### config.mk
export PLATFORM = sky130hd
export DESIGN_NAME = mips_hazard_unit
export DESIGN_NICKNAME = d
export VERILOG_FILES = /design/src/rtl/mips_pipe_pkg.sv /design/src/rtl/sat_counter.sv /design/src/rtl/mips_hazard_unit.sv
export SDC_FILE = /design/constraint.sdc
export NUM_CORES = 1
export LEC_CHECK = 0
export ABC_CLOCK_PERIOD_IN_PS = 2200
export CORE_UTILIZATION = 43
export CTS_CLUSTER_SIZE = 10
export DETAILED_ROUTE_END_ITERATION = 10
export DONT_BUFFER_PORTS = 1
export HOLD_SLACK_MARGIN = 0.1
export PLACE_DENSITY = 0.59
export SYNTH_ARGS = -nofsm -noshare
export SYNTH_HDL_FRONTEND = slang
export SYNTH_SLANG_ARGS = --single-unit
### constraint.sdc
create_clock -name clk -period 2.2 [get_ports clk]
set_clock_uncertainty 0.15 [all_clocks]
set_input_delay 0.44 -clock clk [delete_from_list [all_inputs] [get_ports clk]]
set_output_delay 0.44 -clock clk [all_outputs]
set_load 0.05 [all_outputs]
### src/rtl/mips_pipe_pkg.sv
// rtl/mips_pipe_pkg.sv - shared types, constants and helpers for the MIPS hazard unit
package mips_pipe_pkg;

    typedef enum logic [1:0] {
        FWD_REG = 2'b00,
        FWD_MEM = 2'b10,
        FWD_WB  = 2'b01
    } fwd_sel_t;

    // Shadow register fields are stored at this width; narrower AW values are
    // zero-extended on entry so all comparisons happen at one width.
    localparam int SLOT_AW = 8;

    localparam int FLUSH_IFID  = 0;
    localparam int FLUSH_IDEX  = 1;
    localparam int FLUSH_EXMEM = 2;

    typedef struct packed {
        logic               valid;
        logic               regwrite;
        logic               memread;
        logic [SLOT_AW-1:0] dst;
    } slot_t;

    typedef struct packed {
        slot_t              ctl;
        logic               use_rs;
        logic               use_rt;
        logic [SLOT_AW-1:0] rs;
        logic [SLOT_AW-1:0] rt;
    } ex_slot_t;

    // A slot whose result will land in a real (non-zero) register.
    function automatic logic is_writer(slot_t s);
        return s.valid & s.regwrite & (s.dst != '0);
    endfunction

endpackage

### src/rtl/sat_counter.sv
// rtl/sat_counter.sv - saturating up-counter
// Ports: clk, rst_n (async active-low), inc (count enable), count (value, holds at all-ones)
module sat_counter #(
    parameter int CNT_W = 16
) (
    input  logic             clk,
    input  logic             rst_n,
    input  logic             inc,
    output logic [CNT_W-1:0] count
);

    logic [CNT_W-1:0] count_q;
    logic [CNT_W-1:0] count_d;

    always_comb begin
        count_d = count_q;
        if (inc && (count_q != '1)) begin
            count_d = count_q + CNT_W'(1);
        end
    end

    always_ff @(posedge clk or negedge rst_n) begin
        if (!rst_n) begin
            count_q <= '0;
        end else begin
            count_q <= count_d;
        end
    end

    assign count = count_q;

endmodule

### src/rtl/mips_hazard_unit.sv
// rtl/mips_hazard_unit.sv - forwarding, load-use stall and branch flush control for a 5-stage MIPS pipe
// Inputs : clk, rst_n, ID-stage instruction fields (id_*_i), br_taken_i
// Outputs: fwd_a_o/fwd_b_o (EX operand select), id_byp_a_o/id_byp_b_o (WB->ID bypass),
//          stall_o, flush_o[2:0] (IF/ID, ID/EX, EX/MEM clears), stall_cnt_o/flush_cnt_o
module mips_hazard_unit
    import mips_pipe_pkg::*;
#(
    parameter int AW       = 5,
    parameter int BR_STAGE = 3,
    parameter int CNT_W    = 16
) (
    input  logic             clk,
    input  logic             rst_n,
    input  logic             id_valid_i,
    input  logic [AW-1:0]    id_rs_i,
    input  logic [AW-1:0]    id_rt_i,
    input  logic             id_use_rs_i,
    input  logic             id_use_rt_i,
    input  logic [AW-1:0]    id_dst_i,
    input  logic             id_regwrite_i,
    input  logic             id_memread_i,
    input  logic             br_taken_i,
    output logic [1:0]       fwd_a_o,
    output logic [1:0]       fwd_b_o,
    output logic             id_byp_a_o,
    output logic             id_byp_b_o,
    output logic             stall_o,
    output logic [2:0]       flush_o,
    output logic [CNT_W-1:0] stall_cnt_o,
    output logic [CNT_W-1:0] flush_cnt_o
);

    ex_slot_t ex_q,  ex_d;
    slot_t    mem_q, mem_d;
    slot_t    wb_q,  wb_d;

    logic [SLOT_AW-1:0] id_rs_w;
    logic [SLOT_AW-1:0] id_rt_w;
    logic               load_use;
    logic               br_w;
    fwd_sel_t           fwd_a, fwd_b;

    assign id_rs_w = SLOT_AW'(id_rs_i);
    assign id_rt_w = SLOT_AW'(id_rt_i);

    // Gated by reset so a flush pulse never reaches the pipe buffers while in reset.
    assign br_w = br_taken_i & rst_n;

    // EX operand forwarding; MEM is younger than WB so it wins.
    always_comb begin
        fwd_a = FWD_REG;
        if (ex_q.use_rs && is_writer(mem_q) && (mem_q.dst == ex_q.rs)) begin
            fwd_a = FWD_MEM;
        end else if (ex_q.use_rs && is_writer(wb_q) && (wb_q.dst == ex_q.rs)) begin
            fwd_a = FWD_WB;
        end
        fwd_b = FWD_REG;
        if (ex_q.use_rt && is_writer(mem_q) && (mem_q.dst == ex_q.rt)) begin
            fwd_b = FWD_MEM;
        end else if (ex_q.use_rt && is_writer(wb_q) && (wb_q.dst == ex_q.rt)) begin
            fwd_b = FWD_WB;
        end
    end

    assign fwd_a_o = fwd_a;
    assign fwd_b_o = fwd_b;

    assign id_byp_a_o = is_writer(wb_q) && (wb_q.dst == id_rs_w) && id_use_rs_i && id_valid_i;
    assign id_byp_b_o = is_writer(wb_q) && (wb_q.dst == id_rt_w) && id_use_rt_i && id_valid_i;

    assign load_use = is_writer(ex_q.ctl) && ex_q.ctl.memread && id_valid_i &&
                      ((id_use_rs_i && (ex_q.ctl.dst == id_rs_w)) ||
                       (id_use_rt_i && (ex_q.ctl.dst == id_rt_w)));

    // A taken branch squashes the dependent instruction anyway, so the stall is dropped.
    assign stall_o = load_use & ~br_w;

    always_comb begin
        flush_o = 3'b000;
        if (br_w) begin
            flush_o[FLUSH_IFID] = 1'b1;
            flush_o[FLUSH_IDEX] = 1'b1;
            if (BR_STAGE == 3) begin
                flush_o[FLUSH_EXMEM] = 1'b1;
            end
        end
    end

    // Shadow advance: a stall or flush turns the incoming EX entry into a bubble.
    always_comb begin
        ex_d = '0;
        if (id_valid_i && !br_w && !load_use) begin
            ex_d.ctl.valid    = 1'b1;
            ex_d.ctl.regwrite = id_regwrite_i;
            ex_d.ctl.memread  = id_memread_i;
            ex_d.ctl.dst      = SLOT_AW'(id_dst_i);
            ex_d.use_rs       = id_use_rs_i;
            ex_d.use_rt       = id_use_rt_i;
            ex_d.rs           = id_rs_w;
            ex_d.rt           = id_rt_w;
        end
        mem_d = ex_q.ctl;
        if (br_w && (BR_STAGE == 3)) begin
            mem_d = '0;
        end
        wb_d = mem_q;
    end

    always_ff @(posedge clk or negedge rst_n) begin
        if (!rst_n) begin
            ex_q  <= '0;
            mem_q <= '0;
            wb_q  <= '0;
        end else begin
            ex_q  <= ex_d;
            mem_q <= mem_d;
            wb_q  <= wb_d;
        end
    end

    sat_counter #(.CNT_W(CNT_W)) u_stall_cnt (
        .clk   (clk),
        .rst_n (rst_n),
        .inc   (stall_o),
        .count (stall_cnt_o)
    );

    sat_counter #(.CNT_W(CNT_W)) u_flush_cnt (
        .clk   (clk),
        .rst_n (rst_n),
        .inc   (br_w),
        .count (flush_cnt_o)
    );

endmodule

**Word-level counts from Yosys, hierarchy flattened**

Index checks and enable logic that the tools add are counted.

- $add $sub $neg: 2
- Equal/unequal tests: 10
- Mux-type cells: 7
- Bitwise logic cells: 9
- Reductions and logical operators: 29

Operator list:

| operator | count |
|---|---|
| adder 16 x 1 -> 16 bit (second input constant) | 2 |
| equality test 8 x 5 -> 1 bit | 4 |
| equality test 8 bit | 4 |
| inequality test 16 bit (second input constant) | 2 |
| 2-to-1 mux 29 bit | 1 |
| nonzero test 8 bit | 3 |
| logical AND 1 bit | 23 |
| 2-to-1 mux 11 bit | 1 |
| bitwise AND 1 bit | 8 |
| 2-to-1 mux 2 bit | 2 |
| 2-to-1 mux 3 bit | 1 |
| zero test 1 bit | 2 |
| 2-to-1 mux 1 bit | 2 |
| logical OR 1 bit | 1 |
| NOT 1 bit | 1 |

- Register bits: 81
- Bits of input ports: 23
- Output and inout bits: 42
- Word-level logic and storage cells: 73

**Longest topological paths before layout**

- Depth after elaboration: 8
- Depth in mapped cells: 6
- Mapped depth without buffers: 6

**Hierarchy**

From an unflattened synthesis, not the netlist that was laid out.

- Cells, all modules: 317
- Area, all modules: 3,443.3 sq um

By module, submodules not included:

| module | instances | cells each | area each (sq um) | sequential area each (sq um) |
|---|---|---|---|---|
| mips_hazard_unit | 1 | 173 | 1,724.2 | 850.8 |
| sat_counter | 2 | 72 | 859.6 | 400.4 |

**Worst setup path before layout**

Ideal clock, no wire load.

- Path kind: reg-to-output
- Start point: register mem_q[1] in the netlist's numbering
- End point: output port fwd_a_o[0]
- Arrival time: 2.355 ns
- Data required time: 1.610 ns
- Setup slack: -0.745 ns
- Stages on the path, launching flop included: 5
- Path buffers: 0
- Path through: dfrtp_1 > xnor2_1 > nand4_1 > nor3_1 > nor2_1

- Word-level cells in the longest chain between the ends: 5
- Elaborated cells between the ends (all ways): 6
- Those cells by class: eq/ne: 1; mux: 1; bitwise: 1; reduce/logical: 3

Ends and longest elaborated chain:

| what | line | source |
|---|---|---|
| start: declaration | mips_hazard_unit.sv:34 | `slot_t mem_q, mem_d;` |
| start signal: assignment | mips_hazard_unit.sv:116 | `mem_q <= mem_d;` |
| nonzero test 8 bit | mips_pipe_pkg.sv:35 | `return s.valid & s.regwrite & (s.dst != '0);` |
| bitwise AND 1 bit | mips_pipe_pkg.sv:35 |  |
| logical AND 1 bit | mips_hazard_unit.sv:52 | `if (ex_q.use_rs && is_writer(mem_q) && (mem_q.dst == ex_q.rs)) begin` |
| logical AND 1 bit (*) | mips_hazard_unit.sv:52 |  |
| 2-to-1 mux 2 bit (*) | mips_hazard_unit.sv:52 |  |
| end: declaration | mips_hazard_unit.sv:23 | `output logic [1:0] fwd_a_o,` |

Every way passes the cells marked *; elsewhere a longest branch is shown, timed or not.

**Final worst setup path**

Ends and elaborated chain as after synthesis.

==> summary.md <==
| Metric | Value |
|---|---|
| Status | `complete, but fails checks` |
| Failing checks | `negative setup slack` |
| Final worst-path cycle share | `111%` |
| Detailed Place HPWL | `5150 µm` |
| Layout cells sized above 1 | `27.3%` |
| Critical Path RT | `1.61 ns` |
| Via-to-Cell Ratio | `5.08` |
| TritonCTS clock tree | `built` |
| First-pass GRT wire length | `11900 µm` |
| Synthesized instance count | `284` |
| Leakage | `1.92 nW` |
| Initial Util | `44.2%` |
| Max-Cap Viols | `0` |
| # diodes | `0` |
| Most common library cells after synthesis | `dfrtp_1 (66), xnor2_1 (49), and2_1 (23)` |
| CP peak stage delay | `0.51 ns` |
| Worst R2R Start | `ex_q[19]` |
| R2r worst-path depth | `7` |
| Hold path startpoint | `id_use_rt_i` |
| Crit-path cells | `or4_1 -> o211ai_1 -> buf_4 -> nor3_2 -> nor2_4 -> buf_12` |
| I/O pin cnt | `65` |
| First-pass iteration count of the detailed router | `4` |
| Clock transition at the registers of the reported paths | `0.07 ns` |
| Clock Latency Late Sink | `0.33 ns` |
| Core Util, Final | `57.9%` |
| Worst Hold Endpoint | `ex_q[16]` |
| Post-synth EDFFs | `0` |
| Clock Tree Root | `clkbuf_8` |
| Chip Height | `88.2 µm` |
| Crit path max fanout | `2` |
| Initial antenna violation count | `0` |
| GP Congestion | `0.892` |
| Cells after DPL | `425` |
| Flop pwr share | `45.9%` |
| Synth top area share | `51.7%` |
| Core ar. | `7210 µm²` |
| Startpoint types | `register` |
| Post-synth cell types | `43` |
| Seq. cell area | `1650 µm²` |
| Gate power share | `21.3%` |
| Rel. slew slack | `65.0%` |
| Maximum vdd drop | `0.000444 V` |
| Clk pwr share | `32.8%` |
| RSZ-0062 raised after global routing | `true` |
| Crit path max-delay cell type | `or4_1` |
| Crit path DAT | `1.85 ns` |
| Final Critical Period | `2.44 ns` |
| Ys flop type | `dfrtp_1` |
| R2R Setup Slk | `0.16 ns` |
| Clk buf depth | `2` |
| Type of the worst setup path | `reg2out` |
| Sink Count | `66` |
| Post-synth ARST share | `100%` |
| Die area | `7770 µm²` |
| Row cnt | `31` |
| Total GRT Usage | `20.5%` |
| Switching Fraction | `30.6%` |
| Most common cell in the netlist | `dfrtp_1` |
| Setup ws final | `-0.237 ns` |
| Pint | `2.04 mW` |
| Post-route DRC | `0` |
| DRT iter0 DRCs | `84` |
| # setup viols final | `7` |
| Max Freq | `0.410 GHz` |
| Post-route insts no fill | `462` |
| Worst slew pin tran | `0.523 ns` |
| Post-synthesis sequential area ratio | `51.7%` |
| Drt total wl | `7320 µm` |
| Post-DRT Antenna Nets | `0` |
| Die width | `88.2 µm` |
| Worst r2r dst | `u_stall_cnt.count[14]` |
| Nets | `383` |
| Worst hold path depth | `1` |
| P&R area growth vs syn | `30.9%` |
| Power Density | `705 nW/µm²` |
| Mapped Area | `3190 µm²` |
| Syn Area/Cell | `11.2 µm²` |
| YS warnings | `0` |
| Final hold vios | `0` |
| H-tree depth | `3` |
| Net Switching | `0.903 mW` |
| Largest net degree at the start of global routing | `67` |
| Filler cell count in the final layout | `635` |
| Slew Viols, Final | `0` |
| WL per Instance | `15.8 µm` |
| Multi-input gate area | `1520 µm²` |
| Flops & latches, synth | `66` |
| Syn nets | `309` |
| Num CTS Buffers | `9` |
| Yosys top cell by area | `dfrtp_1` |
| Port bufs | `0` |
| Crit end category | `output pin` |
| Hold WC Path Type | `in2reg` |
| Vias | `2347` |
| Number of global-route vias before repair | `2441` |
| GR Overflow Total | `0` |
| Top post-synthesis cells by area | `dfrtp_1 (52%), xnor2_1 (13%), xor2_1 (4.9%)` |
==> sequential cells by signal, summed over array words and instances (netlist names) <==
| name | cells |
|---|---|
| ex_q | 20 |
| mem_q | 7 |
| u_flush_cnt.count | 16 |
| u_stall_cnt.count | 16 |
| wb_q | 7 |
==> critical path, delay by kind of cell, from the launching register on <==
| kind | cells | cell delay (ns) |
|---|---|---|
| compound gates | 1 | 0.17 |
| flops | 1 | 0.38 |
| buf+inv | 2 | 0.30 |
| simple gates | 3 | 0.67 |
==> per-layer routing <==
| metal | global-route usage (%) | up-vias | wire, µm |
|---|---|---|---|
| met5 | 0 | - | 0 |
| met1 | 26.1 | 1145 | 3140 |
| li1 | - | 1119 | - |
| met3 | 4.62 | 17 | 316 |
| met4 | 7.92 | 0 | 135 |
| met2 | 34.2 | 66 | 3720 |
==> power groups by stage <==
stage | Sequential [mW] | Combinational (mW) | Clock [mW]
2_1_floorplan | 1.58 | 0.205 | 0
3_3_place_gp | 1.37 | 0.561 | 0
3_5_place_dp | 1.37 | 0.570 | 0
4_1_cts | 1.35 | 0.631 | 0.991
5_1_grt | 1.36 | 0.675 | 1.05
6_report | 1.35 | 0.628 | 0.967
==> worst max path at each step <==
stage	startpoint	endpoint	slack (ns)	cells after the start
after detailed placement	ex_q[19]	stall_o	0.05	4
after global placement	ex_q[19]	stall_o	0.06	4
after global routing	mem_q[2]	fwd_b_o[0]	-0.36	6
final	mem_q[1]	fwd_a_o[0]	-0.24	6
after CTS	mem_q[1]	fwd_b_o[0]	-0.26	6
after floorplan	mem_q[1]	fwd_a_o[0]	-0.06	4
==> cells by family (layout without fill, tap and decap cells) <==
family          after synthesis  in the layout  synth area share [%]
simple gates                117            117                  21.2
xor+xnor                     67             67                  18.4
flops                        66             66                  51.7
buf+inv                      15             94                  2.31
compound gates               13             13                  4.23
mux                           4              4                  1.37
fa+ha+maj                     2              2                 0.784
==> cell type report <==
class	instances	share of cell area (%)
clock buffer	10	3.05
inverter	2	0.180
multi-input combinational	203	36.3
clock inverter	6	1.38
sequential	66	39.6
timing repair buffer	76	16.6
tap	99	2.96
==> repair_timing <==
action | CTS | global route
setup endpoints to repair | 7 | 7
hold buffers | 18 | 1
buffers inserted | 1 | 1
resized for setup | 6 | 4
pin swaps | 3 | 1
hold endpoints to repair | 82 | 1
==> layout by cell type (no fill, tap or decap), types with 3 or more instances in the layout <==
cell / n
buf_12: 3
buf_4: 49
nor2_1: 6
nand2_1: 11
and2_1: 22
dfrtp_1: 65
xor2_1: 18
clkinv_2: 4
clkbuf_8: 9
xnor2_1: 49
dlygate4sd3_1: 18
and4_1: 4
and2_2: 5
nor4_1: 4
and3_1: 13
nand4_1: 17
nand3_1: 19
buf_6: 5
==> metrics by stage <==
step | total power [mW] | hold WS [ns] | setup TNS, ns | area (µm²) | worst slack [ns]
after global routing | 3.09 | 0.108 | -1.99 | 4180 | -0.364
after detailed placement | 1.94 | -0.00389 | 0 | 3730 | 0.0465
after floorplan | 1.78 | -0.00559 | -0.128 | 3220 | -0.0641
after CTS | 2.97 | 0.101 | -1.46 | 4150 | -0.261
after global placement | 1.93 | -0.00410 | 0 | 3730 | 0.0589
final | 2.95 | 0.125 | -1.27 | 4180 | -0.237
No activity file was read; power rests on OpenSTA's default activity.
